### src/rtl/distance_display.sv
// Distance readout: double-dabble binary-to-BCD conversion feeding a 4-digit multiplexed 7-seg display.
// Optional build macro LEADING_ZERO_BLANK_EN blanks leading zero digits (ones digit always shown).
//
// state | meaning
// IDLE  | waiting for a load strobe
// SHIFT | 12 double-dabble add-3/shift iterations
// DONE  | publish BCD digits and over_range to the display registers
module distance_display #(
  parameter int SCAN_DIV = 50000,
  parameter int MAX_CM   = 400
) (
  input  logic        system_clk,
  input  logic        reset,
  input  logic [11:0] distance,
  input  logic        load,
  output logic [6:0]  seg,
  output logic [3:0]  an,
  output logic        busy,
  output logic        over_range
);

  typedef enum logic [1:0] {IDLE, SHIFT, DONE} state_t;

  localparam int              CW        = (SCAN_DIV > 1) ? $clog2(SCAN_DIV) : 1;
  localparam logic [CW-1:0]   SCAN_LAST = CW'(SCAN_DIV - 1);
  localparam logic [12:0]     MAX_V     = 13'(MAX_CM);
  localparam logic [6:0]      SEG_DASH  = 7'b0111111;
  localparam logic [6:0]      SEG_OFF   = 7'b1111111;

  state_t        state, state_nxt;
  logic [3:0]    shift_cnt;
  logic [11:0]   bin_sr, dist_cap;
  logic [15:0]   bcd, bcd_adj, digits;
  logic          cap_en, shift_en, done_en;
  logic [CW-1:0] scan_cnt;
  logic [1:0]    digit_idx;
  logic [3:0]    nib, blank, an_nxt;
  logic [6:0]    seg_nxt;

  always_ff @(posedge system_clk or negedge reset) begin
    if (!reset) state <= IDLE;
    else        state <= state_nxt;
  end

  always_comb begin
    state_nxt = state;
    case (state)
      IDLE:    if (load) state_nxt = SHIFT;
      SHIFT:   if (shift_cnt == 4'd11) state_nxt = DONE;
      DONE:    state_nxt = IDLE;
      default: state_nxt = IDLE;
    endcase
  end

  always_comb begin
    cap_en   = (state == IDLE) && load;
    shift_en = (state == SHIFT);
    done_en  = (state == DONE);
  end

  always_comb begin
    bcd_adj = bcd;
    for (int i = 0; i < 4; i++) begin
      if (bcd[4*i +: 4] >= 4'd5) bcd_adj[4*i +: 4] = bcd[4*i +: 4] + 4'd3;
    end
  end

  // busy is registered from SHIFT so it stays high through the DONE cycle, dropping as results land
  always_ff @(posedge system_clk or negedge reset) begin
    if (!reset) begin
      shift_cnt  <= 4'd0;
      bin_sr     <= 12'd0;
      dist_cap   <= 12'd0;
      bcd        <= 16'd0;
      digits     <= 16'd0;
      over_range <= 1'b0;
      busy       <= 1'b0;
    end else begin
      busy <= (state == SHIFT);
      if (cap_en) begin
        shift_cnt <= 4'd0;
        bin_sr    <= distance;
        dist_cap  <= distance;
        bcd       <= 16'd0;
      end else if (shift_en) begin
        shift_cnt       <= shift_cnt + 4'd1;
        {bcd, bin_sr}   <= {bcd_adj[14:0], bin_sr, 1'b0};
      end
      if (done_en) begin
        digits     <= bcd;
        over_range <= ({1'b0, dist_cap} > MAX_V);
      end
    end
  end

  always_ff @(posedge system_clk or negedge reset) begin
    if (!reset) begin
      scan_cnt  <= '0;
      digit_idx <= 2'd0;
    end else if (scan_cnt == SCAN_LAST) begin
      scan_cnt  <= '0;
      digit_idx <= digit_idx + 2'd1;
    end else begin
      scan_cnt  <= scan_cnt + 1'b1;
    end
  end

  function automatic logic [6:0] seg_decode(input logic [3:0] v);
    case (v)
      4'd0:    seg_decode = 7'h40;
      4'd1:    seg_decode = 7'h79;
      4'd2:    seg_decode = 7'h24;
      4'd3:    seg_decode = 7'h30;
      4'd4:    seg_decode = 7'h19;
      4'd5:    seg_decode = 7'h12;
      4'd6:    seg_decode = 7'h02;
      4'd7:    seg_decode = 7'h78;
      4'd8:    seg_decode = 7'h00;
      4'd9:    seg_decode = 7'h10;
      default: seg_decode = 7'h7F;
    endcase
  endfunction

  always_comb begin
    case (digit_idx)
      2'd0:    nib = digits[3:0];
      2'd1:    nib = digits[7:4];
      2'd2:    nib = digits[11:8];
      default: nib = digits[15:12];
    endcase
  end

`ifdef LEADING_ZERO_BLANK_EN
  always_comb begin
    blank    = 4'b0000;
    blank[3] = (digits[15:12] == 4'd0);
    blank[2] = blank[3] && (digits[11:8] == 4'd0);
    blank[1] = blank[2] && (digits[7:4] == 4'd0);
    if (over_range) blank = 4'b0000;
  end
`else
  always_comb blank = 4'b0000;
`endif

  always_comb begin
    an_nxt  = 4'b1111;
    seg_nxt = SEG_OFF;
    if (!blank[digit_idx]) begin
      an_nxt[digit_idx] = 1'b0;
      seg_nxt           = over_range ? SEG_DASH : seg_decode(nib);
    end
  end

  always_ff @(posedge system_clk or negedge reset) begin
    if (!reset) begin
      an  <= 4'b1111;
      seg <= SEG_OFF;
    end else begin
      an  <= an_nxt;
      seg <= seg_nxt;
    end
  end

endmodule

### config.mk
export PLATFORM = sky130hd
export DESIGN_NAME = distance_display
export DESIGN_NICKNAME = d
export VERILOG_FILES = /design/src/rtl/distance_display.sv
export SDC_FILE = /design/constraint.sdc
export NUM_CORES = 1
export LEC_CHECK = 0
export ABC_AREA = 1
export CORE_MARGIN = 2
export CORE_UTILIZATION = 59
export CTS_CLUSTER_DIAMETER = 30
export DETAILED_ROUTE_END_ITERATION = 8
export PLACE_DENSITY = 0.88
export SYNTH_ARGS = -nofsm -noshare
export SYNTH_HDL_FRONTEND = slang
export SYNTH_SLANG_ARGS = --single-unit
export TNS_END_PERCENT = 5
### constraint.sdc
create_clock -name system_clk -period 2.6 [get_ports system_clk]
set_clock_uncertainty 0.1 [all_clocks]
set_input_delay 0.78 -clock system_clk [delete_from_list [all_inputs] [get_ports system_clk]]
set_output_delay 0.78 -clock system_clk [all_outputs]
set_load 0.02 [all_outputs]
Word-level counts from Yosys, hierarchy flattened
Memory sizes are Yosys's and may differ from the RTL's.
Index checks and enable logic that the tools add are counted.
{ "totals": {"word_cells": 64, "memories": 1, "output_inout_bits": 13, "romBits": 112, "regBits": 93} }
{ "classes": {"bitwise": 1, "muxes": 22, "reduce_logical": 6, "magnitude_cmp": 7, "n_eq_ne": 8, "n_addsub": 7} }
{ "mem_list": {"columns": ["memory", "words", "word_bits", "rd", "rd_ports_with_merged_regs", "wr", "line_no", "source"], "rows": [
  ["(name not given)", 16, 7, 1, 0, 0, "109", "case (v)"]
]} }
{ "op_table": {"columns": ["operator", "count"], "rows": [
  ["$mux 16", 3],
  ["$mux 12", 2],
  ["$mux 4", 6],
  ["$add 16x1->16 const B", 1],
  ["$eq 16x16->1 const B", 1],
  ["$ge 4x3->1 const B", 4],
  ["$mux 7", 2],
  ["$add 4x2->4 const B", 3],
  ["$gt 12x9->1 const B", 1],
  ["$pmux 4 s3", 1],
  ["$add 4x1->4 const B", 1],
  ["$eq 2x1->1 const B", 2],
  ["$eq 2x2->1 const B", 2],
  ["$eq 4x4->1 const B", 1],
  ["$logic_not 2->1", 2],
  ["$mux 2", 2],
  ["$not 4->4", 1],
  ["$pmux 2 s2", 1],
  ["$add 3x2->3 const B", 1],
  ["$lt 2x3->1 const B", 1],
  ["$mux 3", 1],
  ["$add 2x1->2 const B", 1],
  ["$bmux 1 s2", 1],
  ["$demux 1 s2", 1],
  ["7 further kinds", 9]
]} }

Depth between registers and ports, before layout
Gate-level depths: netlist (run 1).
{ "depth": {"depth_word": 6, "ltp_mapped": 12} }

Worst setup path after synthesis (run 1)
No wires, ideal clock.
{ "synth_path": {"path_kind": "register to register", "from": "reg digit_idx[0]", "to": "reg seg[3]", "stages_incl_launch_ff": 13, "period_less_slack_ns": 1.810, "path_buffers": 0, "path_slack_ns": 0.790, "arrival_time_ns": 1.649, "path_cell_list": "dfrtp_1 -> inv_1 -> ha_1 -> nand2_1 -> nand2_1 -> o21ai_1 -> inv_1 -> ha_1 -> inv_1 -> nand2_1 -> nand2_1 -> nand2_1 -> nand2_1"} }
{ "synth_via": {"elab_chain_len": 5, "elab_cells_between_ends": 9} }
{ "synth_rtl": {"columns": ["item", "line_no", "source"], "rows": [
  ["start, declared", "36", "logic [1:0] digit_idx;"],
  ["start signal, assigned", "102", "digit_idx <= digit_idx + 2'd1;"],
  ["$eq 2x2->1, or another cell as far along", "125", "case (digit_idx)"],
  ["$pmux 4 s3", "125", null],
  ["$mem_v2 16x7", null, null],
  ["$mux 7", "150", "seg_nxt = over_range ? SEG_DASH : seg_decode(nib);"],
  ["$mux 7 (*)", "148", "if (!blank[digit_idx]) begin"],
  ["named net seg_nxt[3]", "38", "logic [6:0] seg_nxt;"],
  ["end signal, assigned", "160", "seg <= seg_nxt;"],
  ["end, declared", "16", "output logic [6:0] seg,"]
]} }
The timed path passes the listed nets; every way through them passes the cells marked *. The select of a mux whose other input is x is not followed.
A chain may end at the register's enable or synchronous reset.

Worst setup path in the final report (run 1)
{ "layout_path": {"from": "reg over_range", "to": "out over_range"} }
{ "layout_rtl": {"columns": ["item", "line_no", "source"], "rows": [
  ["start, declared", "19", "output logic over_range"],
  ["start signal, assigned", "91", "over_range <= ({1'b0, dist_cap} > MAX_V);"]
]} }
No word-level cell between the ends.

==> metrics.txt, run 1 <==
proportion of layout cells with a drive suffix above 1 12.2%; Clock Tree Buf Depth 2; initial antenna violation count 0; Core ar. 0.00721 mm2; Final ANT Viol Nets 0; CP max-delay cell clkdlybuf4s50_1; synth cell count leaders nand2_1 (128), dfrtp_1 (82), o21ai_1 (54), inv_1 (53), nor2_1 (31); Top Ports 28; Fillers 546; R2R depth 12; via count 3407; Reg clk slew, reported paths 0.09 ns; Worst path max stage delay 0.68 ns; Peak VDD IR 705 uV; leak pwr 2.50 nW; r2r startpoint digit_idx[0]; die area 0.00811 mm2; Hold Fails Final Rpt 0; Synth Flop Type dfrtp_1; initial core utilization 60.5%; DR DRC count 0; WL/cell 13.0 um; RSZ-0062 raised after global routing false; post-synth net total 542; HPWL Detailed 5890 um; routed vias/inst 5.27; status complete, no violations; first-pass GRT wire length 14900 um; critical path type reg2out; worst-path fanout max 5; type of the worst min-delay path in2async; Worst-Skew Late Latency 0.36 ns; Avg Cell Area, Syn 8.55 um2; setup_tns 0 ns; post-synthesis async set-or-reset flop share 100%; post-CTS setup buffers 0; Tot Pwr 5.48 mW; Synth area leaders dfrtp_1 (47%), nand2_1 (11%), dfstp_2 (6.6%); highest clock rate 416 MHz; Worst setup EP type output pin; Worst R2R End seg[3]; pins over their slew limit 0; cells along the critical path clkdlybuf4s50_1; Synth Cell Area 0.00437 mm2; sequential share of the synthesized area 53.6%; vias in the first global route 3347; Final Cycle Share 92.5%; routability cong. 0.870; clock sink count 93; flop2flop setup slack 0.46 ns; synth warn 0; H-tree depth 3; #FFs+latches synth 93; Die Wd 90.0 um; total wire length 8430 um; top cell type's share of synthesized area 47.0%; slew margin rel. 65.4%; Fin Hold WS 0.165 ns; crit path DAT 1.53 ns; DRT Pass-1 Iters 4; final setup fails 0; Iteration-0 DRC Markers 117; maxcap violations 0; row count 31; Post-CTS Hold Fix Bufs 0; chip height 90.0 um; placed instance area 0.00475 mm2; Diodes inserted 0; Worst Path Required 1.72 ns; largest net degree at the start of global routing 53; top-count cell post-synth nand2_1; CP startpoint kind register; Cell variety after synth 32; PostCTS Resize Cnt 0; fin area 0.00502 mm2; GRT Resource Usage Total 22.2%; CTS root buffer clkbuf_8; nets 573; pwr/cell area 1090 mW/mm2; CP Buf/Inv Count 1; Num CTS Buffers 9; delay-heaviest family, CP buffers and inverters; PortBufs 27; Synth area leader dfrtp_1; area grow syn2layout 14.9%; Post-Synthesis Cells 511; CTS tree done; Period minus WS final 2.41 ns; number of flops mapped to enable cells by yosys 0; total grt overflow 0; Worst Tran Pin Value 0.520 ns
## cells by family after synthesis
family,after synthesis,synth area share (%)
compound gates,97,11.8
flops,93,53.6
fa+ha+maj,16,4.58
simple gates,209,20.3
buf+inv,86,7.65
xor+xnor,10,2.01
## cells in the final DEF (no fill, tap or decap), drive strengths merged
cell,instances
ha,16
nand4,6
nor4,2
clkinvlp,1
dfstp,11
nand3,24
a21oi,19
bufinv,4
nor2,34
clkinv,1
or2,4
clkdlybuf4s50,26
o21ai,69
clkbuf,9
nor3,6
and2,1
xnor2,1
o21bai,1
xor2,9
buf,5
o22ai,7
inv,76
dfrtp,82
nand2,132
o211ai,1
## flip-flops by register name (all words and copies together), names as in the netlist
register    flops
busy            1
bcd            16
bin_sr         12
seg             7
dist_cap       12
over_range      1
state           2
scan_cnt       16
shift_cnt       4
digits         16
an              4
digit_idx       2
## cell type report
cell class,instances,area (um2),share of cell area [%]
clock inverters,7,145,2.89
well taps,99,124,2.47
multi-input cells,332,1690,33.7
clock buffers,9,124,2.47
repair buffers,31,310,6.18
flip-flops and latches,93,2340,46.7
inverters,75,282,5.61
## per-layer routing
| metal | up-vias | part of all wire (%) | track usage, % |
|---|---|---|---|
| met5 | - | 0 | 0 |
| met4 | 0 | 1.8 | 6.92 |
| met3 | 15 | 2.7 | 3.44 |
| met2 | 52 | 51 | 38.2 |
| met1 | 1651 | 44 | 29.2 |
| li1 | 1689 | - | - |
## per-stage QoR
| step | utilization (%) | instances | worst slack [ns] |
|---|---|---|---|
| after floorplan | - | 511 | 0.790 |
| after global placement | 65.8 | 630 | 0.397 |
| after detailed placement | 65.8 | 630 | 0.307 |
| after CTS | 69.5 | 646 | 0.195 |
| after global routing | 69.5 | 646 | 0.157 |
| final | 69.5 | 646 | 0.194 |
## worst max-delay path by stage
stage                            start          to  slack (ns)  cells after the start
final                       over_range  over_range        0.19                      1
after global placement            load     bcd[15]        0.40                      6
after detailed placement          load      bcd[3]        0.31                      6
after CTS                   over_range  over_range        0.20                      1
after floorplan           digit_idx[0]      seg[3]        0.79                     12
after global routing        over_range  over_range        0.16                      1
## report_power, final
part / leakage (nW) / switching (mW) / total (mW) / internal (mW)
Clock: 0.130 / 0.527 / 1.27 / 0.741
Sequential: 1.15 / 0.314 / 2.28 / 1.97
Combinational: 1.23 / 1.18 / 1.93 / 0.753
Power figures use the tool's default switching activity.
==> run 2, diff against run 1 <==
--- a/config.mk
+++ b/config.mk
@@ -6,6 +6,7 @@
 export NUM_CORES = 1
 export LEC_CHECK = 0
 export ABC_AREA = 1
+export CAP_MARGIN = 20
 export CORE_MARGIN = 2
 export CORE_UTILIZATION = 59
 export CTS_CLUSTER_DIAMETER = 30
@@ -14,4 +15,4 @@
 export SYNTH_ARGS = -nofsm -noshare
 export SYNTH_HDL_FRONTEND = slang
 export SYNTH_SLANG_ARGS = --single-unit
-export TNS_END_PERCENT = 5
+export TNS_END_PERCENT = 10
==> results of run 2 <==
Final layout, timing and power as in run 1 (identical DEF).
==> run 3, diff against run 2 <==
--- a/config.mk
+++ b/config.mk
@@ -7,11 +7,14 @@
 export LEC_CHECK = 0
 export ABC_AREA = 1
 export CAP_MARGIN = 20
+export CELL_PAD_IN_SITES_DETAIL_PLACEMENT = 1
+export CELL_PAD_IN_SITES_GLOBAL_PLACEMENT = 2
 export CORE_MARGIN = 2
-export CORE_UTILIZATION = 59
+export CORE_UTILIZATION = 36
 export CTS_CLUSTER_DIAMETER = 30
 export DETAILED_ROUTE_END_ITERATION = 8
 export PLACE_DENSITY = 0.88
+export REMOVE_ABC_BUFFERS = 1
 export SYNTH_ARGS = -nofsm -noshare
 export SYNTH_HDL_FRONTEND = slang
 export SYNTH_SLANG_ARGS = --single-unit
==> run 3 against run 2 <==
  * Critical endpoint unchanged
  * Maximum frequency up 1.8%
  * Largest power group unchanged
  * Die area grew 61%
  * Largest cell class unchanged
  * Clock-buffer cell count rose by 4
  * Non-clock buffer count up 2
  * Critical path depth unchanged
  * Sequential power hardly changed
  * Via count is 1.6% lower
  * First-iteration DRC count increased by 5.1%
  * Utilization decreased by 26 points
  * Clock power is 9% higher
==> metrics.txt, run 3 (same netlist as run 1, synthesis figures left out) <==
R2R depth 7 (was 12); Layout Cells excl Fill 696 (was 646); initial antenna violation count 0 (unchanged); cells along the critical path clkdlybuf4s50_1 (unchanged); most frequent cells in the layout nand2_1 (128), dfrtp_1 (82), o21ai_1 (54) (unchanged); Peak VDD IR 390 uV (was 705 uV); die area 0.0130 mm2 (was 0.00811 mm2); Period minus WS final 2.36 ns (was 2.41 ns); pins over their slew limit 0 (unchanged); status complete, no violations (unchanged); worst-path fanout max 5 (unchanged); Top Ports 28 (unchanged); Final Cycle Share 90.9% (was 92.5%); DR DRC count 0 (unchanged); highest clock rate 423 MHz (was 416 MHz); routed vias/inst 4.82 (was 5.27); critical path launch point over_range (unchanged); Diodes inserted 0 (unchanged); CP startpoint kind register (unchanged); Worst-Skew Late Latency 0.35 ns (was 0.36 ns); Worst Path Required 1.72 ns (about the same); routability cong. 0.787 (was 0.870); r2r startpoint state[0] (was digit_idx[0]); CTS root buffer clkbuf_16 (was clkbuf_8); WL/cell 14.0 um (was 13.0 um); leak pwr 2.54 nW (was 2.50 nW); row count 40 (was 31); Worst R2R End bin_sr[1] (was seg[3]); clock sink count 93 (unchanged); Fillers 1402 (was 546); Worst path max stage delay 0.66 ns (was 0.68 ns); crit path to over_range (unchanged); initial core utilization 36.7% (was 60.5%); slew margin rel. 60.3% (was 65.4%); vias in the first global route 3593 (was 3347); largest net degree at the start of global routing 46 (was 53); cell count after placement 680 (was 630); post-CTS setup buffers 0 (unchanged); GRT Resource Usage Total 16.8% (was 22.2%); Num CTS Buffers 9 (unchanged); DRT Pass-1 Iters 4 (unchanged); total wire length 9780 um (was 8430 um); CP Buf/Inv Count 1 (unchanged); Post-CTS Hold Fix Bufs 0 (unchanged); Worst setup EP type output pin (unchanged); final core occ 43.2% (was 69.5%); chip height 114 um (was 90.0 um); CP max-delay cell clkdlybuf4s50_1 (unchanged); Clock Tree Buf Depth 2 (unchanged); Worst Tran Pin Value 0.595 ns (was 0.520 ns); flop2flop setup slack 0.52 ns (was 0.46 ns); pwr/cell area 1100 mW/mm2 (was 1090 mW/mm2); setup_tns 0 ns (unchanged); proportion of layout cells with a drive suffix above 1 12.4% (was 12.2%); PortBufs 27 (unchanged); Hold Fails Final Rpt 0 (unchanged); critical path type reg2out (unchanged); crit path DAT 1.48 ns (was 1.53 ns); Worst path depth 1 (unchanged); type of the worst min-delay path in2async (unchanged); Final ANT Viol Nets 0 (unchanged); Iteration-0 DRC Markers 123 (was 117); delay-heaviest family, CP buffers and inverters (unchanged); maxcap violations 0 (unchanged); via count 3354 (was 3407); nets 575 (was 573); Top Registers bcd (16), digits (16), scan_cnt (16) (unchanged); leading cell type in the layout, fill and taps excluded nand2_1 (unchanged); HPWL Detailed 6980 um (was 5890 um); Core ar. 0.0119 mm2 (was 0.00721 mm2); Reg clk slew, reported paths 0.07 ns (was 0.09 ns); area grow syn2layout 17.9% (was 14.9%); total grt overflow 0 (unchanged); H-tree depth 3 (unchanged); Die Wd 114 um (was 90.0 um); RSZ-0062 raised after global routing false (unchanged); final setup fails 0 (unchanged); PostCTS Resize Cnt 0 (unchanged); CTS tree done (unchanged); first-pass GRT wire length 17400 um (was 14900 um)
## run 3: how the worst min path moves through the flow
stage,from,endpoint,slack [ns],cells after the start
floorplan,scan_cnt[0],scan_cnt[0],0.33,1
global placement,scan_cnt[0],scan_cnt[0],0.35,1
detailed placement,scan_cnt[0],scan_cnt[0],0.36,1
CTS,reset,busy,0.36,1
global route,reset,busy,0.38,1
finish,reset,busy,0.33,1
## run 3: report_power, final
part           internal, mW  leakage [nW]  switching [mW]
registers              1.97          1.15           0.319
clock network         0.823         0.152           0.567
logic                 0.780          1.24            1.21
total                  3.57          2.54            2.09
## run 3: layer usage
| layer | track usage, % | routed length, um | vias up |
|---|---|---|---|
| li1 | - | - | 1694 |
| met1 | 22.1 | 4780 | 1622 |
| met2 | 28.0 | 4600 | 26 |
| met3 | 2.54 | 210 | 12 |
| met4 | 6.83 | 183 | 0 |
| met5 | 0 | 0 | - |
## run 3: final cells by class
class | count | area [um2] | share of cell area, %
well taps | 147 | 184 | 3.57
clock inverters | 3 | 42.5 | 0.826
inverters | 75 | 282 | 5.47
flip-flops and latches | 93 | 2340 | 45.5
multi-input cells | 332 | 1690 | 32.9
clock buffers | 13 | 270 | 5.25
repair buffers | 33 | 338 | 6.56
## run 3: metrics by stage
step	area, um2	setup slack, ns	hold slack, ns	power, mW
after floorplan	4310	0.682	0.331	3.64
after global placement	4840	0.274	0.347	4.21
after detailed placement	4840	0.249	0.365	4.31
after CTS	5150	0.196	0.361	5.74
after global routing	5150	0.178	0.376	6.17
final	5150	0.236	0.326	5.67
